==> src/rtl/lsu_pkg.sv <==
// Shared types and constants for the RV32I load/store unit.
// Size decode helpers are shared by the FSM and the lane aligner.
package lsu_pkg;

    localparam logic [2:0] F3_B  = 3'b000;
    localparam logic [2:0] F3_H  = 3'b001;
    localparam logic [2:0] F3_W  = 3'b010;
    localparam logic [2:0] F3_BU = 3'b100;
    localparam logic [2:0] F3_HU = 3'b101;

    localparam logic [3:0] STRB_B = 4'b0001;
    localparam logic [3:0] STRB_H = 4'b0011;
    localparam logic [3:0] STRB_W = 4'b1111;

    typedef enum logic [1:0] {
        IDLE = 2'd0,
        BUS  = 2'd1,
        DONE = 2'd2
    } lsu_state_t;

    // Unlisted size codes fall through to word.
    function automatic logic is_byte(input logic [1:0] sz);
        return sz == F3_B[1:0];
    endfunction

    function automatic logic is_half(input logic [1:0] sz);
        return sz == F3_H[1:0];
    endfunction

    function automatic logic is_misaligned(input logic [1:0] sz,
                                           input logic [1:0] off);
        logic r;
        r = 1'b0;
        unique case (1'b1)
            is_byte(sz): r = 1'b0;
            is_half(sz): r = off[0];
            default:     r = (off != 2'b00);
        endcase
        return r;
    endfunction

endpackage

==> src/rtl/lsu_lane_align.sv <==
// Byte-lane steering: store strobes/replicated write data, and
// load extraction with sign/zero extension.
module lsu_lane_align (
    input  logic [2:0]  st_f3_i,
    input  logic [1:0]  st_off_i,
    input  logic [31:0] st_data_i,
    output logic [3:0]  st_strb_o,
    output logic [31:0] st_wdata_o,
    input  logic [2:0]  ld_f3_i,
    input  logic [1:0]  ld_off_i,
    input  logic [31:0] ld_rdata_i,
    output logic [31:0] ld_data_o
);
    import lsu_pkg::*;

    logic [7:0]  byte_v;
    logic [15:0] half_v;
    logic        sext;

    // Store side: strobe and lane-replicated data.
    always_comb begin
        st_strb_o  = STRB_W;
        st_wdata_o = st_data_i;
        unique case (1'b1)
            is_byte(st_f3_i[1:0]): begin
                st_strb_o  = STRB_B << st_off_i;
                st_wdata_o = {4{st_data_i[7:0]}};
            end
            is_half(st_f3_i[1:0]): begin
                st_strb_o  = STRB_H << {st_off_i[1], 1'b0};
                st_wdata_o = {2{st_data_i[15:0]}};
            end
            default: ;
        endcase
    end

    // Load side: pick the lane, then extend.
    always_comb begin
        sext   = ~ld_f3_i[2];
        half_v = ld_off_i[1] ? ld_rdata_i[31:16] : ld_rdata_i[15:0];
        unique case (ld_off_i)
            2'd0:    byte_v = ld_rdata_i[7:0];
            2'd1:    byte_v = ld_rdata_i[15:8];
            2'd2:    byte_v = ld_rdata_i[23:16];
            default: byte_v = ld_rdata_i[31:24];
        endcase
        ld_data_o = ld_rdata_i;
        unique case (1'b1)
            is_byte(ld_f3_i[1:0]):
                ld_data_o = {{24{sext & byte_v[7]}}, byte_v};
            is_half(ld_f3_i[1:0]):
                ld_data_o = {{16{sext & half_v[15]}}, half_v};
            default: ;
        endcase
    end

endmodule

==> src/rtl/load_store_unit.sv <==
// Data-memory stage: stalling request/ready bus access with timeout.
// Optional macro LSU_MISALIGN_TRAP_EN traps misaligned H/W accesses.
module load_store_unit #(
    parameter int TIMEOUT_CYCLES = 255,
    parameter int ADDR_W         = 32
) (
    input  logic              clk,
    input  logic              rst,
    input  logic              mem_read,
    input  logic              mem_write,
    input  logic [2:0]        funct3,
    input  logic [31:0]       addr,
    input  logic [31:0]       store_data,
    output logic [31:0]       load_data,
    output logic              stall,
    output logic              bus_error,
    output logic              misaligned,
    output logic              bus_req,
    output logic              bus_we,
    output logic [ADDR_W-1:0] bus_addr,
    output logic [3:0]        bus_wstrb,
    output logic [31:0]       bus_wdata,
    input  logic              bus_ready,
    input  logic [31:0]       bus_rdata
);
    import lsu_pkg::*;

    localparam logic [15:0] TO_LAST = 16'(TIMEOUT_CYCLES - 1);

    lsu_state_t        state_q;
    logic [ADDR_W-1:2] addr_q;
    logic [1:0]        off_q;
    logic [2:0]        f3_q;
    logic              we_q;
    logic [3:0]        wstrb_q;
    logic [31:0]       wdata_q;
    logic [31:0]       load_data_q;
    logic              bus_error_q;
    logic [15:0]       cnt_q;
    logic [15:0]       cnt_d;
    logic              access;
    logic [3:0]        st_strb;
    logic [31:0]       st_wdata;
    logic [31:0]       ld_ext;

    assign access = mem_read | mem_write;
    assign cnt_d  = (cnt_q == 16'hFFFF) ? cnt_q : cnt_q + 16'd1;

    lsu_lane_align u_align (
        .st_f3_i    (funct3),
        .st_off_i   (addr[1:0]),
        .st_data_i  (store_data),
        .st_strb_o  (st_strb),
        .st_wdata_o (st_wdata),
        .ld_f3_i    (f3_q),
        .ld_off_i   (off_q),
        .ld_rdata_i (bus_rdata),
        .ld_data_o  (ld_ext)
    );

`ifdef LSU_MISALIGN_TRAP_EN
    logic misaligned_q;
    logic mis_in;
    assign mis_in     = is_misaligned(funct3[1:0], addr[1:0]);
    assign misaligned = misaligned_q;
`else
    assign misaligned = 1'b0;
`endif

    // Stall is gated by reset so an abort releases the PC at once.
    assign stall = rst & ((state_q == BUS) |
                          ((state_q == IDLE) & access));

    assign bus_req   = (state_q == BUS);
    assign bus_we    = we_q;
    assign bus_addr  = {addr_q, 2'b00};
    assign bus_wstrb = wstrb_q;
    assign bus_wdata = wdata_q;
    assign load_data = load_data_q;
    assign bus_error = bus_error_q;

    // Transaction FSM, timeout counter and registered outputs.
    always_ff @(posedge clk or negedge rst) begin
        if (!rst) begin
            state_q     <= IDLE;
            addr_q      <= '0;
            off_q       <= 2'b00;
            f3_q        <= 3'b000;
            we_q        <= 1'b0;
            wstrb_q     <= 4'h0;
            wdata_q     <= 32'h0;
            load_data_q <= 32'h0;
            bus_error_q <= 1'b0;
            cnt_q       <= 16'h0;
`ifdef LSU_MISALIGN_TRAP_EN
            misaligned_q <= 1'b0;
`endif
        end else begin
            bus_error_q <= 1'b0;
`ifdef LSU_MISALIGN_TRAP_EN
            misaligned_q <= 1'b0;
`endif
            unique case (state_q)
                IDLE: begin
                    if (access) begin
                        addr_q  <= addr[ADDR_W-1:2];
                        off_q   <= addr[1:0];
                        f3_q    <= funct3;
                        we_q    <= mem_write;
                        wstrb_q <= mem_write ? st_strb : 4'h0;
                        wdata_q <= st_wdata;
                        cnt_q   <= 16'h0;
`ifdef LSU_MISALIGN_TRAP_EN
                        if (mis_in) begin
                            misaligned_q <= 1'b1;
                            load_data_q  <= 32'h0;
                            state_q      <= DONE;
                        end else begin
                            state_q <= BUS;
                        end
`else
                        state_q <= BUS;
`endif
                    end
                end
                BUS: begin
                    if (bus_ready) begin
                        if (!we_q) begin
                            load_data_q <= ld_ext;
                        end
                        state_q <= DONE;
                    end else if (cnt_q == TO_LAST) begin
                        bus_error_q <= 1'b1;
                        load_data_q <= 32'h0;
                        state_q     <= DONE;
                    end else begin
                        cnt_q <= cnt_d;
                    end
                end
                DONE: state_q <= IDLE;
                default: state_q <= IDLE;
            endcase
        end
    end

endmodule

==> config.mk <==
export PLATFORM = sky130hd
export DESIGN_NAME = load_store_unit
export DESIGN_NICKNAME = d
export VERILOG_FILES = /design/src/rtl/lsu_pkg.sv /design/src/rtl/lsu_lane_align.sv /design/src/rtl/load_store_unit.sv
export SDC_FILE = /design/constraint.sdc
export NUM_CORES = 1
export LEC_CHECK = 0
export CORE_AREA = 2 2 140 142
export DETAILED_ROUTE_END_ITERATION = 6
export DIE_AREA = 0 0 142 144
export SLEW_MARGIN = 25
export SYNTH_ARGS = -nofsm -noshare
export SYNTH_HDL_FRONTEND = slang
export SYNTH_SLANG_ARGS = --single-unit
==> constraint.sdc <==
create_clock -name clk -period 2.2 [get_ports clk]
set_input_delay 0.66 -clock clk [delete_from_list [all_inputs] [get_ports clk]]
set_output_delay 0.66 -clock clk [all_outputs]
set_load 0.01 [all_outputs]
# Yosys cells after proc, flatten, opt, wreduce, memory -nomap -nowiden
# Index checks and enable logic that the tools add are counted.
[word_totals] elab_cells=64 regBits=123 output_inout_bits=105 input_bits=104
[op_classes] shift=2 mux=21 n_eq_ne=13 n_reduce_logical=10 n_addsub=1 n_bitwise=7
[ops] operator="$pmux W32 S2" count=2
[ops] operator="$mux W32" count=3
[ops] operator="$mux W16" count=5
[ops] operator="$pmux W16 S2" count=1
[ops] operator="$pmux W8 S3" count=1
[ops] operator="$add A16 B1 Y16 const B" count=1
[ops] operator="$eq A16 B16 Y1 const B" count=1
[ops] operator="$eq A16 B8 Y1 const B" count=1
[ops] operator="$ne A2 B2 Y1 const B" count=5
[ops] operator="$eq A2 B1 Y1 const B" count=4
[ops] operator="$logic_not A2 Y1" count=4
[ops] operator="$pmux W4 S2" count=1
[ops] operator="$mux W2" count=3
[ops] operator="$reduce_and A5 Y1" count=1
[ops] operator="$and A1 B1 Y1" count=4
[ops] operator="$mux W4" count=1
[ops] operator="$pmux W2 S2" count=1
[ops] operator="$reduce_and A2 Y1" count=2
[ops] operator="$reduce_bool A2 Y1" count=2
[ops] operator="$shl A1 B2 Y4 const A" count=1
[ops] operator="$shl A2 B2 Y4 const A" count=1
[ops] operator="$mux W1" count=3
[ops] operator="$ne A3 B1 Y1 const B" count=1
[ops] operator="$reduce_and A3 Y1" count=1
[ops] operator="3 further kinds" count=4

# Logic depth before layout (Yosys ltp)
[logic_depth] depth_word=6 ltp_mapped=8 mapped_depth_nobuf=7

# Cells and area by module
# Synthesis repeated with hierarchy kept, for this count alone.
[hier_totals] hier_cells=744 hier_area_um2=6378.6
[by_module_without_submodules] module="load_store_unit" cells_each=557 seq_area_each_um2=3078.0 area_each_um2=5255.0 n_inst=1
[by_module_without_submodules] module="lsu_lane_align" cells_each=187 seq_area_each_um2=0.0 area_each_um2=1123.6 n_inst=1

# Worst setup path before layout
# OpenSTA, ideal clock, no wires.
[synth_timing] kind="input -> register" start="input port bus_ready" end="register cnt_q[10]" path_slack_ns=-0.086 n_path_buf=1 setup_ns=0.078 t_required_ns=2.122 arrival_ns=2.208 stages=6 cell_sequence="clkbuf_1 nor3b_1 nand3_1 or3_1 or3_1 a21oi_1"
[synth_via] elab_chain_cells=2
[synth_rtl] element="start: declaration" line_no="load_store_unit.sv:23" source="input logic bus_ready,"
[synth_rtl] element="$ne A2 B2 Y1 (no source line)"
[synth_rtl] element="$reduce_and A5 Y1 (no source line)"
[synth_rtl] element="end signal: assignment" line_no="load_store_unit.sv:137" source="cnt_q <= cnt_d;"
[synth_rtl] element="end: declaration" line_no="load_store_unit.sv:39" source="logic [15:0] cnt_q;"
# Every way passes these cells.
# A chain may end at the register's enable or synchronous reset.

# Worst setup path after layout
[layout_timing] start="register state_q[1]" end="output port bus_req"
[layout_via] elab_chain_cells=1
[layout_rtl] element="start: declaration" line_no="load_store_unit.sv:30" source="lsu_state_t state_q;"
[layout_rtl] element="start signal: assignment" line_no="load_store_unit.sv:85" source="state_q <= IDLE;"
[layout_rtl] element="start signal: assignment" line_no="load_store_unit.sv:122" source="state_q <= BUS;"
[layout_rtl] element="start signal: assignment" line_no="load_store_unit.sv:131" source="state_q <= DONE;"
[layout_rtl] element="$eq A2 B1 Y1" line_no="load_store_unit.sv:74" source="assign bus_req = (state_q == BUS);"
[layout_rtl] element="end: declaration" line_no="load_store_unit.sv:18" source="output logic bus_req,"
# Every way passes these cells.

==> results.cfg <==
[run_status]
status = finished, final reports clean

[synthesis]
synth_cell_types = 48
synth-main-ff-cell = dfrtp_1
ys_async_sr_fraction_pct = 100
yosysWarnings = 0
synth_seq_cells = 123
syn_avg_cell_area_um2 = 9.53
netlist_area_mm2 = 0.00576
synthCells = 604
ys_seq_area_share_pct = 53.5
synth_edf_count = 0

[clock_tree]
cts_max_level = 4
cts_buffers = 17
clk_path_buf_depth = 2
cts.sinks = 123
cts_setup_buffers = 0
clock_latency_ps = 410
clock-root-buffer = clkbuf_16
cts_tree = yes
clkTransAtPathRegs_ps = 60
hold_buffers = 0

[floorplanning]
die_x_um = 142
die-area_mm2 = 0.0204
start_util_pct = 30.2
fp-row-count = 51
die_h_um = 144
core_mm2 = 0.0191
pin_count = 209

[grt]
met3_usage_pct = 7.28
met2_usage_pct = 29.0
grt_pass1_wl_um = 29000
antenna_found_initial = 0
globalRouteTotalUtil_pct = 18.4
grt_util_met1_pct = 23.3
busiest_layer = met2
grt_pass1_vias = 5366
overflow = 0
grt_max_degree = 124

[sta]
worstMarginPinSlew_ps = 758
period_minus_slack_ps = 2130
maxSlewHeadroom_pct = 49.5
setup_viol_count_final = 0
tns_ps = 0
whs_ps = 302
hold_viol_final = 0
grt_setup_unrepaired = true
slew_viol_final = 0
clock_skew_ps = 6.18
finalCritPeriodShare_pct = 96.8
fmax_mhz = 470

[finish]
fin_cells = 1095
n_antenna_cell = 0
layout.nets = 950
final_common_cell = clkdlybuf4s50_1
stdcell_area_mm2 = 0.00905
layout_common_cells = clkdlybuf4s50_1 (200), nand2_1 (193), dfrtp_1 (123)
fillers = 1822
area_delta_synth_final_pct = 57.2
layout-drive-gt1-share_pct = 13.2

[power]
power_mw = 11.8
power.leakage_nw = 4.03
vdd_ir_drop_max_uv = 815
p_per_area_mw_per_mm2 = 1300

[worst_setup_path]
crit_chain = buf_4 -> and2b_1 -> dlygate4sd2_1
slowest_stage = dfrtp_1
timing.rr.start = cnt_q[10]
worstPathArrival_ps = 1470
crit_type = register to output port
worst_ep_required_time_ps = 1540
start_kind = register
reg2regPathDepth = 5
r2r_slack_ps = 130
max_stage_delay_ps = 370
end_kind = output port
worstPathMaxFanout = 3
r2r_end = load_data[26]

[drt]
dr.pass1.iters = 5
vias = 5243
vias_per_cell = 4.79
post-route-drc-count = 0
drtIter0Drc = 191
wirelength_um = 18000
wl_per_cell_um = 16.4
antenna_left = 0

[placement]
dp.cells = 1063
hpwl_um = 12800
portBuffers = 205
routabilityCongestion = 0.845
place_area_mm2 = 0.00844

[worst_hold_path]
holdCritPathClass = primary input to asynchronous set/reset pin

[run]
max_cap_viol_count = 0
-- flip-flops by register name (all words and copies together), names as in the netlist, 2 cells and up --
name,count
bus_wdata,32
load_data,32
addr_q,30
cnt_q,16
bus_wstrb,4
f3_q,3
off_q,2
state_q,2
-- worst max-delay path, delay by kind of cell (launching register included) --
family / cells / cell delay, ps
buf+inv: 2 / 430
flops: 1 / 370
simple gates: 1 / 260
-- power breakdown --
part           internal (mW)  leakage (nW)  total (mW)  switching, mW
clock                   1.72         0.282        2.84           1.12
combinational           2.73          2.19        5.18           2.46
sequential              3.20          1.56        3.75          0.545
-- synth_stat cells (2+ instances only) --
master	count	area share (%)
mux2i_1	29	5.0
clkbuf_1	26	1.7
nor2_1	28	1.8
and4_1	2	0.30
nand3_1	4	0.35
and2_1	2	0.22
nand2_1	193	13
nand4_1	8	0.87
o21a_1	3	0.39
ha_1	2	0.43
nor3b_1	3	0.39
a32o_1	7	1.2
buf_2	2	0.17
buf_4	3	0.39
o21ai_0	39	3.4
buf_1	8	0.52
mux2_2	14	2.7
nor4_1	10	1.1
dfrtp_1	123	53
a221o_1	16	2.8
nand2b_1	17	1.8
inv_1	5	0.33
nor3_1	5	0.43
a21oi_1	17	1.5
xnor2_1	7	1.1
or3_1	2	0.22
o221ai_1	8	1.2
-- cells by family (layout without fill, tap and decap cells) --
family / after synthesis / in the layout / synth area share [%]
buffers and inverters: 45 / 296 / 3.30
and+or+nand+nor: 282 / 282 / 21.5
AOI/OAI and AO/OA: 100 / 100 / 12.0
adders and majority gates: 2 / 2 / 0.435
other: 1 / 3 / 0.0652
DFF: 123 / 123 / 53.5
xor gates and xnor gates: 7 / 7 / 1.07
muxes: 44 / 44 / 8.17
-- worst max path at each step --
stage / from / end / slack, ps / cells after the start
2_1_floorplan: cnt_q[12] / load_data[22] / 30 / 5
3_3_place_gp: mem_write / stall / -480 / 4
3_5_place_dp: mem_write / stall / -480 / 4
4_1_cts: state_q[0] / stall / -70 / 4
5_1_grt: bus_ready / cnt_q[7] / -3 / 6
6_report: state_q[1] / bus_req / 70 / 3
-- layout make-up --
class                      instances  area (um^2)  share of cell area, %
tap                              238          298                   3.29
clock buffer                      18          439                   4.85
sequential                       123         3080                   34.0
clock inverter                    14          163                   1.80
timing repair buffer             259         2520                   27.9
inverter                           5         18.8                  0.207
multi-input combinational        438         2530                   28.0
-- timing repair --
item / CTS / global route
pin swaps: 1 / 1
gates resized for setup: 5 / 3
setup endpoints to repair: 2 / 3
-- per-layer routing --
metal	part of all wire, %	wire, um
met5	0	0
met4	1.4	244
met3	9.4	1690
met2	45	8110
met1	44	7950
-- per-stage QoR --
stage / setup slack (ps) / util (%)
after CTS: -67.9 / 47.4
after global routing: -2.56 / 47.4
final: 70.9 / 47.4
after detailed placement: -483 / 44.3
after floorplan: 27.8 / -
after global placement: -482 / 44.3
Power figures use the tool's default switching activity.
